<file path="config.mk">
export PLATFORM = sky130hd
export DESIGN_NAME = imm_encoder
export DESIGN_NICKNAME = d
export VERILOG_FILES = /design/src/rtl/imm_encoder_pkg.sv /design/src/rtl/imm_field_pack.sv /design/src/rtl/imm_encoder.sv
export SDC_FILE = /design/constraint.sdc
export NUM_CORES = 1
export LEC_CHECK = 0
export ABC_AREA = 1
export BUFFER_PORTS_ARGS = -buffer_cell sky130_fd_sc_hd__buf_2
export CAP_MARGIN = 10
export CORE_MARGIN = 2
export CORE_UTILIZATION = 55
export CTS_CLUSTER_DIAMETER = 100
export DETAILED_ROUTE_END_ITERATION = 6
export HOLD_SLACK_MARGIN = 0.03
export PLACE_DENSITY = 0.79
export SLEW_MARGIN = 25
export SYNTH_ARGS = -nofsm -noshare
export SYNTH_HDL_FRONTEND = slang
export SYNTH_SLANG_ARGS = --single-unit
</file>
<file path="constraint.sdc">
create_clock -name clk -period 4.55 [get_ports clk]
set_input_delay 0.2275 -clock clk [delete_from_list [all_inputs] [get_ports clk]]
set_output_delay 0.2275 -clock clk [all_outputs]
set_load 0.02 [all_outputs]
</file>
<file path="src/rtl/imm_encoder_pkg.sv">
// Shared immediate-format codes, error bit indices and the range/alignment check
// for the RISC-V immediate encoder.
package imm_encoder_pkg;

  localparam logic [2:0] IMM_I    = 3'd0;
  localparam logic [2:0] IMM_S    = 3'd1;
  localparam logic [2:0] IMM_B    = 3'd2;
  localparam logic [2:0] IMM_U    = 3'd3;
  localparam logic [2:0] IMM_J    = 3'd4;
  localparam logic [2:0] IMM_NONE = 3'd5;

  localparam int ERR_RANGE    = 0;
  localparam int ERR_MISALIGN = 1;
  localparam int ERR_BADSEL   = 2;

  typedef struct packed {
    logic [31:0] instr;
    logic [31:0] imm;
    logic [2:0]  sel;
    logic [2:0]  err;
  } s1_t;

  // An immediate fits iff its upper bits are a pure sign extension.
  function automatic logic [2:0] imm_check(input logic [31:0] imm, input logic [2:0] sel);
    logic [2:0] e;
    e = '0;
    case (sel)
      IMM_I, IMM_S: e[ERR_RANGE] = !((&imm[31:11]) || !(|imm[31:11]));
      IMM_B: begin
        e[ERR_RANGE]    = !((&imm[31:12]) || !(|imm[31:12]));
        e[ERR_MISALIGN] = imm[0];
      end
      IMM_U: e[ERR_MISALIGN] = |imm[11:0];
      IMM_J: begin
        e[ERR_RANGE]    = !((&imm[31:20]) || !(|imm[31:20]));
        e[ERR_MISALIGN] = imm[0];
      end
      IMM_NONE: e = '0;
      default:  e[ERR_BADSEL] = 1'b1;
    endcase
    return e;
  endfunction

endpackage

</file>
<file path="src/rtl/imm_field_pack.sv">
// Combinational scatter of an immediate into the I/S/B/U/J fields of a template;
// any flagged error returns the template untouched.
module imm_field_pack
  import imm_encoder_pkg::*;
(
  input  logic [31:0] instr,
  input  logic [31:0] imm,
  input  logic [2:0]  sel,
  input  logic [2:0]  chk_err,
  output logic [31:0] instr_o,
  output logic [2:0]  err_o
);

  logic [31:0] word;

  always_comb begin
    word = instr;
    case (sel)
      IMM_I: word[31:20] = imm[11:0];
      IMM_S: begin
        word[31:25] = imm[11:5];
        word[11:7]  = imm[4:0];
      end
      IMM_B: begin
        word[31]    = imm[12];
        word[7]     = imm[11];
        word[30:25] = imm[10:5];
        word[11:8]  = imm[4:1];
      end
      IMM_U: word[31:12] = imm[31:12];
      IMM_J: begin
        word[31]    = imm[20];
        word[19:12] = imm[19:12];
        word[20]    = imm[11];
        word[30:21] = imm[10:1];
      end
      default: word = instr;
    endcase
  end

  assign instr_o = (|chk_err) ? instr : word;
  assign err_o   = chk_err;

endmodule

</file>
<file path="src/rtl/imm_encoder.sv">
// Two-stage valid/ready immediate encoder: stage1 captures request plus check flags,
// stage2 holds the merged instruction word; counts erroring results (saturating).
module imm_encoder
  import imm_encoder_pkg::*;
#(
  parameter int CNT_W = 16
) (
  input  logic             clk,
  input  logic             rst_n,
  input  logic             s_valid,
  output logic             s_ready,
  input  logic [31:0]      s_instr,
  input  logic [31:0]      s_imm,
  input  logic [2:0]       s_imm_sel,
  output logic             m_valid,
  input  logic             m_ready,
  output logic [31:0]      m_instr,
  output logic [2:0]       m_err,
  output logic [CNT_W-1:0] err_cnt
);

  logic [2:1]       vld_pipe_q, vld_pipe_d;
  s1_t              s1_q, s1_d;
  logic [31:0]      m_instr_q, m_instr_d;
  logic [2:0]       m_err_q, m_err_d;
  logic [CNT_W-1:0] err_cnt_q, err_cnt_d;
  logic             s2_free, s1_advance;
  logic [31:0]      pk_instr;
  logic [2:0]       pk_err;

  // Stage2 can take a new word when empty or being consumed this cycle.
  assign s2_free    = !vld_pipe_q[2] || m_ready;
  assign s1_advance = vld_pipe_q[1] && s2_free;
  assign s_ready    = !vld_pipe_q[1] || s1_advance;

  imm_field_pack u_pack (
    .instr   (s1_q.instr),
    .imm     (s1_q.imm),
    .sel     (s1_q.sel),
    .chk_err (s1_q.err),
    .instr_o (pk_instr),
    .err_o   (pk_err)
  );

  always_comb begin
    vld_pipe_d = vld_pipe_q;
    s1_d       = s1_q;
    m_instr_d  = m_instr_q;
    m_err_d    = m_err_q;
    err_cnt_d  = err_cnt_q;
    if (s_ready) begin
      vld_pipe_d[1] = s_valid;
      if (s_valid) begin
        s1_d.instr = s_instr;
        s1_d.imm   = s_imm;
        s1_d.sel   = s_imm_sel;
        s1_d.err   = imm_check(s_imm, s_imm_sel);
      end
    end
    if (s2_free) begin
      vld_pipe_d[2] = vld_pipe_q[1];
      if (s1_advance) begin
        m_instr_d = pk_instr;
        m_err_d   = pk_err;
      end
    end
    if (vld_pipe_q[2] && m_ready && (|m_err_q) && !(&err_cnt_q))
      err_cnt_d = err_cnt_q + CNT_W'(1);
  end

  always_ff @(posedge clk or negedge rst_n) begin
    if (!rst_n) begin
      vld_pipe_q <= '0;
      s1_q       <= '0;
      m_instr_q  <= '0;
      m_err_q    <= '0;
      err_cnt_q  <= '0;
    end else begin
      vld_pipe_q <= vld_pipe_d;
      s1_q       <= s1_d;
      m_instr_q  <= m_instr_d;
      m_err_q    <= m_err_d;
      err_cnt_q  <= err_cnt_d;
    end
  end

  assign m_valid = vld_pipe_q[2];
  assign m_instr = m_instr_q;
  assign m_err   = m_err_q;
  assign err_cnt = err_cnt_q;

endmodule
</file>
Word-level counts from Yosys, hierarchy flattened. Cells that the tools add are included.

Bits of input ports: 71. Register bits after elaboration: 123.

Reduce and logical (&&, ||, !) cells: 37. Eq/ne operators: 9. $add $sub $neg: 1. Mux-type cells: 8.

Operator list (count): 32-bit two-way mux (1); 7-bit case mux with 4 select lines (1); 12-bit OR reduction (2); 21-bit AND reduction (1); 21-bit OR reduction (1); 20-bit AND reduction (1); 20-bit OR reduction (1); 16-bit by 1-bit adder with 16-bit output (second input constant) (1); 16-bit AND reduction (1); 5-bit case mux with 3 select lines (1); 3-bit by 2-bit == test with 1-bit output (second input constant) (4); 12-bit AND reduction (1); 5-bit case mux with 2 select lines (1); 3-bit == test (second input constant) (3); 1-bit logical NOT (9); 8-bit two-way mux (1); 2-bit OR reduction (4); 3-bit by 1-bit == test with 1-bit output (second input constant) (2); 3-bit logical NOT (2); 3-bit OR reduction (2); 6-bit OR reduction (1); 1-bit logical OR (5); 1-bit logical AND (4); 2-bit AND reduction (2); 3 further kinds (3).

Longest topological paths before layout. Gate-level depths: netlist of the first run.

Depth after elaboration: 5. Mapped depth: 9.

Modules after synthesis. Synthesis of the first run repeated with hierarchy kept, for this count alone.

Cells, all modules: 734. Area total of the unflattened synthesis: 6043.3 µm².

Modules (own cells, without submodules): imm_encoder (instances 1, area each 5257.5 µm², cells an instance 577); imm_field_pack (instances 1, area each 785.8 µm², cells an instance 157).

Worst setup path before layout of the first run. OpenSTA, ideal clock, no wires.

Path kind: flip-flop to flip-flop. Start: register err_cnt_q[0] (netlist: err_cnt[0]). End: register err_cnt_q[8] (netlist: err_cnt[8]). Period minus slack after synthesis: 1715 ps. Library setup time: 117 ps. Setup slack: 2835 ps. Required time: 4433 ps. Arrival time: 1598 ps. Stages on the path, launching flop included: 10. Path through: dfrtp_1 -> ha_1 -> nand3_2 -> nor2_4 -> nand4_1 -> nand2_2 -> nand2_4 -> buf_6 -> nand3b_1 -> nand2_1.

Longest elaborated chain between the ends: 3. Elaborated cells on any way between the ends: 4. Those cells by class: add/sub (1); reduce/logical (3).

RTL lines: from (decl) (RTL line imm_encoder.sv:26) `logic [CNT_W-1:0] err_cnt_q, err_cnt_d;`; from (signal assigned) (RTL line imm_encoder.sv:83) `err_cnt_q <= err_cnt_d;`; parallel branches: the longest is 3 deep, another holds 16-bit by 1-bit adder with 16-bit output.

Parallel ways; which one is timed is not known. A chain may end at the register's enable or synchronous reset.

Worst setup path in the final report of the first run.
Start: input port m_ready. End: register s1_q[4] in the netlist's numbering.

Longest elaborated chain between the ends: 4.

RTL lines: from (decl) (RTL line imm_encoder.sv:16) `input logic m_ready,`; 1-bit logical OR (RTL line imm_encoder.sv:32) `assign s2_free = !vld_pipe_q[2] || m_ready;`; 1-bit logical AND (RTL line imm_encoder.sv:33) `assign s1_advance = vld_pipe_q[1] && s2_free;`; 1-bit logical OR (RTL line imm_encoder.sv:34) `assign s_ready = !vld_pipe_q[1] || s1_advance;`; 2-bit AND reduction (no line); to (signal assigned) (RTL line imm_encoder.sv:74) `s1_q <= '0;`; to (signal assigned) (RTL line imm_encoder.sv:80) `s1_q <= s1_d;`; to (decl) (RTL line imm_encoder.sv:23) `s1_t s1_q, s1_d;`.

No other way between the ends.

==> results_dict.tcl, run 1 <==
set metrics [dict create \
    grt_start_max_net_pins 77 \
    avgSynthCellArea_um2 7.91 \
    rr_worst_depth 6 \
    setup_viol 0 \
    numCtsBuffers 17 \
    drive_gt1_share_pct 19.1 \
    final_hold_viol_count 0 \
    p_sw_mw 1.33 \
    diodes 0 \
    cts_tree "done" \
    max_freq_mhz 371 \
    dpl.hpwl_um 9990 \
    period_share_pct 59.2 \
    initial_core_util_pct 56.2 \
    final_area_um2 7660 \
    num_vias 5736 \
    hp-class "in2reg" \
    synth_area_um2 5770 \
    p_leak_nw 3.88 \
    worst_r2r_startpoint "vld_pipe_q[2]" \
    cts_setup_buffers 0 \
    syn_nets 802 \
    status "finished clean" \
    drtIter0Drc 522 \
    dpl-instance-area_um2 6430 \
    io_pins 124 \
    critPathCaptureType "flop" \
    holdPathStages 3 \
    htreeDepth 4 \
    slew_headroom_pct 41.5 \
    crit_type "in2reg" \
    clockPowerShare_pct 33.9 \
    seqPwrFrac_pct 39.9 \
    timing.final.ws_setup_ns 1.85 \
    syn_to_final_growth_pct 32.6 \
    die_h_um 106 \
    finalNonFillerCells 1062 \
    grt_pass1_vias 5530 \
    synthCells 730 \
    drt_wl_total_um 16100 \
    crit_fanout 76 \
    crit_start "m_ready" \
    grt_pass1_wl_um 25900 \
    fin_nets 985 \
    critPathArrivalTime_ns 3.07 \
    wl_per_cell_um 15.1 \
    die_w_um 106 \
    numClockSinks 123 \
    yosysTopAreaCell "dfrtp_1" \
    fillCellCount 735 \
    placed_cells 964 \
    overflow 0 \
    synthTopCellsByArea "dfrtp_1 (53%), nand2_1 (21%), nor2_1 (4.2%), o21ai_0 (3.7%), nand3_1 (2.5%)" \
    dr.pass1.iters 6 \
    startpoint_type "primary input" \
    yosysTopAreaCellShare_pct 53.3 \
    ant_nets 0 \
    required_ns 4.93 \
    yosysSeqAreaShare_pct 53.3 \
    power.density_nw_per_um2 494 \
    yosysWarningCount 0 \
    place_congestion 0.922 \
    finClkSkew_ns 0.00857 \
    grt_antenna_before_repair 0 \
    synth_cell_types 34 \
    clock_path_buffers 2 \
    combPwrFrac_pct 26.3 \
    swShare_pct 35.1 \
    rsz0062_at_grt "no" \
    drv_cap 0 \
    core_um2 10300 \
    min_period_ns 2.70 \
    clkLatencyLatePin_ns 0.53 \
    hp-start "s_imm[19]" \
    drv_slew 0 \
    fin_tns_setup_ns 0 \
    peakVddDrop_uv 234 \
    root_buffer "clkbuf_8" \
    viasPerCell 5.40 \
    drcViolationCount 0 \
    tightestPinTransition_ns 0.877 \
    ys_ff_latch 123 \
    grt_usage_pct 29.4 \
    clkSlewWorstSetupHoldPaths_ns 0.06 \
    die_area_um2 11300 \
    dpl_worst_slack_ns 2.25 \
    internal_power_mw 2.45 \
    core.rowCount 37 \
    portBuffers 123 \
]
-- power by group through the flow --
stage / logic, mW / clock network (mW) / registers [mW]
after detailed placement: 0.931 / 0 / 1.51
final: 0.993 / 1.28 / 1.51
after CTS: 0.986 / 1.29 / 1.50
after global placement: 0.908 / 0 / 1.50
after global routing: 1.09 / 1.34 / 1.53
after floorplan: 0.450 / 0 / 1.66
-- final cells by class --
class / count / area [µm²] / area share, %
Clock inverter: 12 / 124 / 1.62
Multi-Input combinational cell: 541 / 2400 / 31.4
Clock buffer: 20 / 435 / 5.69
Timing Repair Buffer: 192 / 1300 / 17.0
Sequential cell: 123 / 3080 / 40.2
Tap cell: 136 / 170 / 2.22
Inverter: 38 / 144 / 1.88
-- state kept, by name (all words and copies together), names as in the netlist --
name / flops
s1_q: 70
err_cnt: 16
m_instr: 32
vld_pipe_q: 2
m_err: 3
-- cells by family after synthesis --
| group | after synthesis | share of synthesized area, % |
|---|---|---|
| AO/OA/AOI/OAI | 93 | 9.23 |
| XOR/XNOR | 8 | 1.21 |
| adder cells (fa/ha/maj) | 1 | 0.217 |
| buffers and inverters | 66 | 5.11 |
| flip-flops | 123 | 53.3 |
| AND/OR/NAND/NOR | 439 | 30.9 |
-- cell usage after synthesis, drive strengths merged --
master / instances
nor4: 4
o21ai: 52
o211ai: 1
o22ai: 1
ha: 1
o21bai: 1
a31oi: 7
xor2: 8
a21oi: 30
nor2: 66
nand3: 31
nand4: 6
nand2: 318
a22o: 1
buf: 23
clkbuf: 5
nor3: 12
nand3b: 2
inv: 38
dfrtp: 123
-- critical path, cell delays in order --
cell,delay (ns)
dlygate4sd3_1,0.53
buf_2,0.13
inv_1,0.06
nand3_1,0.12
nand2_2,0.08
buf_4,0.56
clkinv_2,0.90
nand2_1,0.29
o21ai_0,0.11
-- cells in the final DEF (no fill, tap or decap), types with 3 or more instances in the layout --
master	Yosys	final
nor4_1	4	4
buf_2	14	122
dfrtp_1	123	123
a31oi_1	7	7
xor2_1	8	8
buf_4	2	4
nor2_1	64	64
o21ai_1	3	3
o21ai_0	43	43
o21ai_2	6	6
nor3_1	10	10
inv_1	36	35
a21oi_1	27	27
nand4_1	6	6
clkinvlp_4	0	4
nand3_1	29	29
clkinv_2	0	6
nand2_1	316	315
dlygate4sd3_1	0	66
clkbuf_16	0	16
-- worst paths after layout --
check / endpoint / slack [ns]
min in group asynchronous: s1_q[52] / 0.36
worst max register to register: s1_q[4] / 1.88
max in group asynchronous: err_cnt[1] / 2.96
worst min-delay path: s1_q[25] / 0.03
worst max-delay path: s1_q[4] / 1.85
worst min register to register: m_instr[0] / 0.47
-- metrics by stage --
stage / util [%] / power, mW / hold WS, ns
6_report: 74.5 / 3.78 / 0.0341
5_1_grt: 74.5 / 3.96 / 0.0601
4_1_cts: 74.5 / 3.77 / 0.0357
3_5_place_dp: 62.6 / 2.45 / 0.402
3_3_place_gp: 62.6 / 2.41 / 0.402
2_1_floorplan: - / 2.11 / -0.0681
-- repair_timing --
| item | CTS | global route |
|---|---|---|
| hold endpoints to repair | 138 | 0 |
| hold buffers | 66 | 0 |
| resized for setup | 0 | 0 |
-- metal layers --
layer / wire [µm] / GRT usage, %
met2: 7670 / 47.8
met5: 0 / 0
met4: 595 / 12.8
met1: 6580 / 37.2
met3: 1230 / 7.73
Power figures use the tool's default switching activity.
==> run 2, diff against run 1 <==
CORE_UTILIZATION = 49   (was 55)
PLACE_DENSITY = 0.75   (was 0.79)
clock period = 2.4 ns   (was 4.55 ns; I/O delays follow)
==> run 2 against run 1 <==
Effect of this change:
- hold slack better by 0.0026 ns
- combinational power increased by 90%
- wire length fell by 1.4%
- first-iteration DRC count shrank 27%
- design area rose by 1.3%
- global-route usage shrank 3.5 points
- power up 91%
- critical path depth is 3 lower
- sequential power increased by 88%
- sequential share of layout area decreased by 0.51 points
- flip-flop and latch count unchanged
- non-clock buffer count grew 6
- critical endpoint is now m_instr[17]
- largest cell class unchanged
==> results_dict.tcl, run 2 (same netlist as run 1, synthesis figures left out) <==
set metrics [dict create \
    r2r_setup_slack_ns 0.36 \
    status "finished clean" \
    rsz0062_at_grt "no" \
    grt_start_max_net_pins 76 \
    finalNonFillerCells 1075 \
    overflow 0 \
    grt_pass1_wl_um 26200 \
    crit_fanout 15 \
    core.rowCount 39 \
    syn_to_final_growth_pct 34.3 \
    portBuffers 123 \
    finClkSkew_ns 0.00764 \
    final_cell_mix "nand2_1 (315), dfrtp_1 (123), buf_2 (122), dlygate4sd3_1 (65), nor2_1 (64)" \
    crit_start "s1_q[4]" \
    diodes 0 \
    endpoint "m_instr[17]" \
    tightestPinTransition_ns 0.637 \
    drcViolationCount 0 \
    fillCellCount 907 \
    critPathCaptureType "flop" \
    fin_tns_setup_ns 0 \
    drive_gt1_share_pct 19.5 \
    grt_pass1_vias 5493 \
    cpMostUsedCell "a21oi_1" \
    crit_type "reg2reg" \
    clkLatencyLatePin_ns 0.40 \
    final_area_um2 7750 \
    clkSlewWorstSetupHoldPaths_ns 0.05 \
    top_register "s1_q" \
    place_congestion 0.912 \
    p_leak_nw 3.94 \
    p_sw_mw 2.42 \
    placed_cells 978 \
    initial_core_util_pct 50.4 \
    dpl.hpwl_um 10200 \
    required_ns 2.67 \
    critPathArrivalTime_ns 2.31 \
    dr.pass1.iters 5 \
    cts_setup_buffers 0 \
    dpl-instance-area_um2 6520 \
    slew_headroom_pct 57.5 \
    hp-class "in2reg" \
    setup_viol 0 \
    viasPerCell 5.12 \
    final_core_util_pct 67.6 \
    numClockSinks 123 \
    internal_power_mw 4.81 \
    final_common_cell "nand2_1" \
    core_um2 11500 \
    reg2reg_to "m_instr[17]" \
    max_freq_mhz 490 \
    swShare_pct 33.5 \
    die_area_um2 12700 \
    startpoint_type "flop" \
    seqPwrFrac_pct 39.4 \
    root_buffer "clkbuf_16" \
    clock_path_buffers 2 \
    wl_per_cell_um 14.7 \
    numCtsBuffers 17 \
    cp_slowest_cell "dfrtp_1" \
    drtIter0Drc 381 \
    final_hold_viol_count 0 \
    drv_cap 0 \
    peakVddDrop_uv 560 \
    drv_slew 0 \
    max_stage_delay_ns 0.49 \
    htreeDepth 4 \
    io_pins 124 \
    drt_wl_total_um 15800 \
    power.density_nw_per_um2 932 \
    num_vias 5500 \
    rr_worst_depth 6 \
    largest_reg_flops 70 \
    combPwrFrac_pct 26.1 \
    clockPowerShare_pct 34.5 \
    worst_r2r_startpoint "s1_q[4]" \
    ant_nets 0 \
    grt_usage_pct 25.9 \
    die_h_um 113 \
    cts_tree "done" \
    crit_chain "nor2_4, inv_2, a21oi_4, nand2_1, a21oi_1, a21oi_1" \
    die_w_um 113 \
    min_period_ns 2.04 \
    period_share_pct 85.0 \
    fin_nets 991 \
    grt_antenna_before_repair 0 \
]
## run 2: layout make-up
| class | instances | area, µm² | area share, % |
|---|---|---|---|
| Sequential cell | 123 | 3080 | 39.7 |
| Multi-Input combinational cell | 541 | 2400 | 31.0 |
| Timing Repair Buffer | 198 | 1370 | 17.7 |
| Clock buffer | 25 | 495 | 6.39 |
| Tap cell | 143 | 179 | 2.31 |
| Inverter | 38 | 143 | 1.84 |
| Clock inverter | 7 | 87.6 | 1.13 |
## run 2: metal layers
| layer | vias to the layer above | routed length [µm] | track usage, % |
|---|---|---|---|
| met5 | - | 0 | 0 |
| met4 | 0 | 483 | 10.7 |
| met3 | 42 | 845 | 5.13 |
| met2 | 187 | 7540 | 42.2 |
| met1 | 2568 | 6980 | 34.2 |
| li1 | 2703 | - | - |
## run 2: worst min-delay path by stage
stage / start / endpoint / slack [ns] / depth (start not counted)
after global routing: s_imm[0] / s1_q[6] / 0.05 / 3
after global placement: rst_n / err_cnt[2] / 0.17 / 1
final: s_imm[16] / s1_q[22] / 0.04 / 3
after CTS: s_imm[19] / s1_q[25] / 0.03 / 3
after floorplan: rst_n / err_cnt[0] / -0.18 / 0
after detailed placement: rst_n / err_cnt[2] / 0.17 / 1
## run 2: power groups by stage
stage | Clock [mW] | Combinational (mW) | Sequential [mW]
after CTS | 2.52 | 1.88 | 2.84
final | 2.49 | 1.89 | 2.84
after global routing | 2.62 | 2.08 | 2.90
after global placement | 0 | 1.75 | 2.86
after detailed placement | 0 | 1.79 | 2.87
after floorplan | 0 | 0.853 | 3.15
## run 2: critical path: cells and delay by family, from the launching register on
family,cells,cell delay [ns]
compound gates,3,0.69
simple gates,2,0.61
buf+inv,1,0.10
flops,1,0.49
## run 2: timing repair
item	in CTS	in global routing
resized for setup	0	0
hold endpoints to repair	107	0
hold buffers	65	0
## run 2: through the flow
step,hold WS (ns),setup WS (ns),power (mW)
2_1_floorplan,-0.176,0.685,4.00
3_5_place_dp,0.171,0.453,4.65
3_3_place_gp,0.173,0.566,4.62
4_1_cts,0.0306,0.448,7.24
5_1_grt,0.0469,0.211,7.60
6_report,0.0367,0.361,7.23
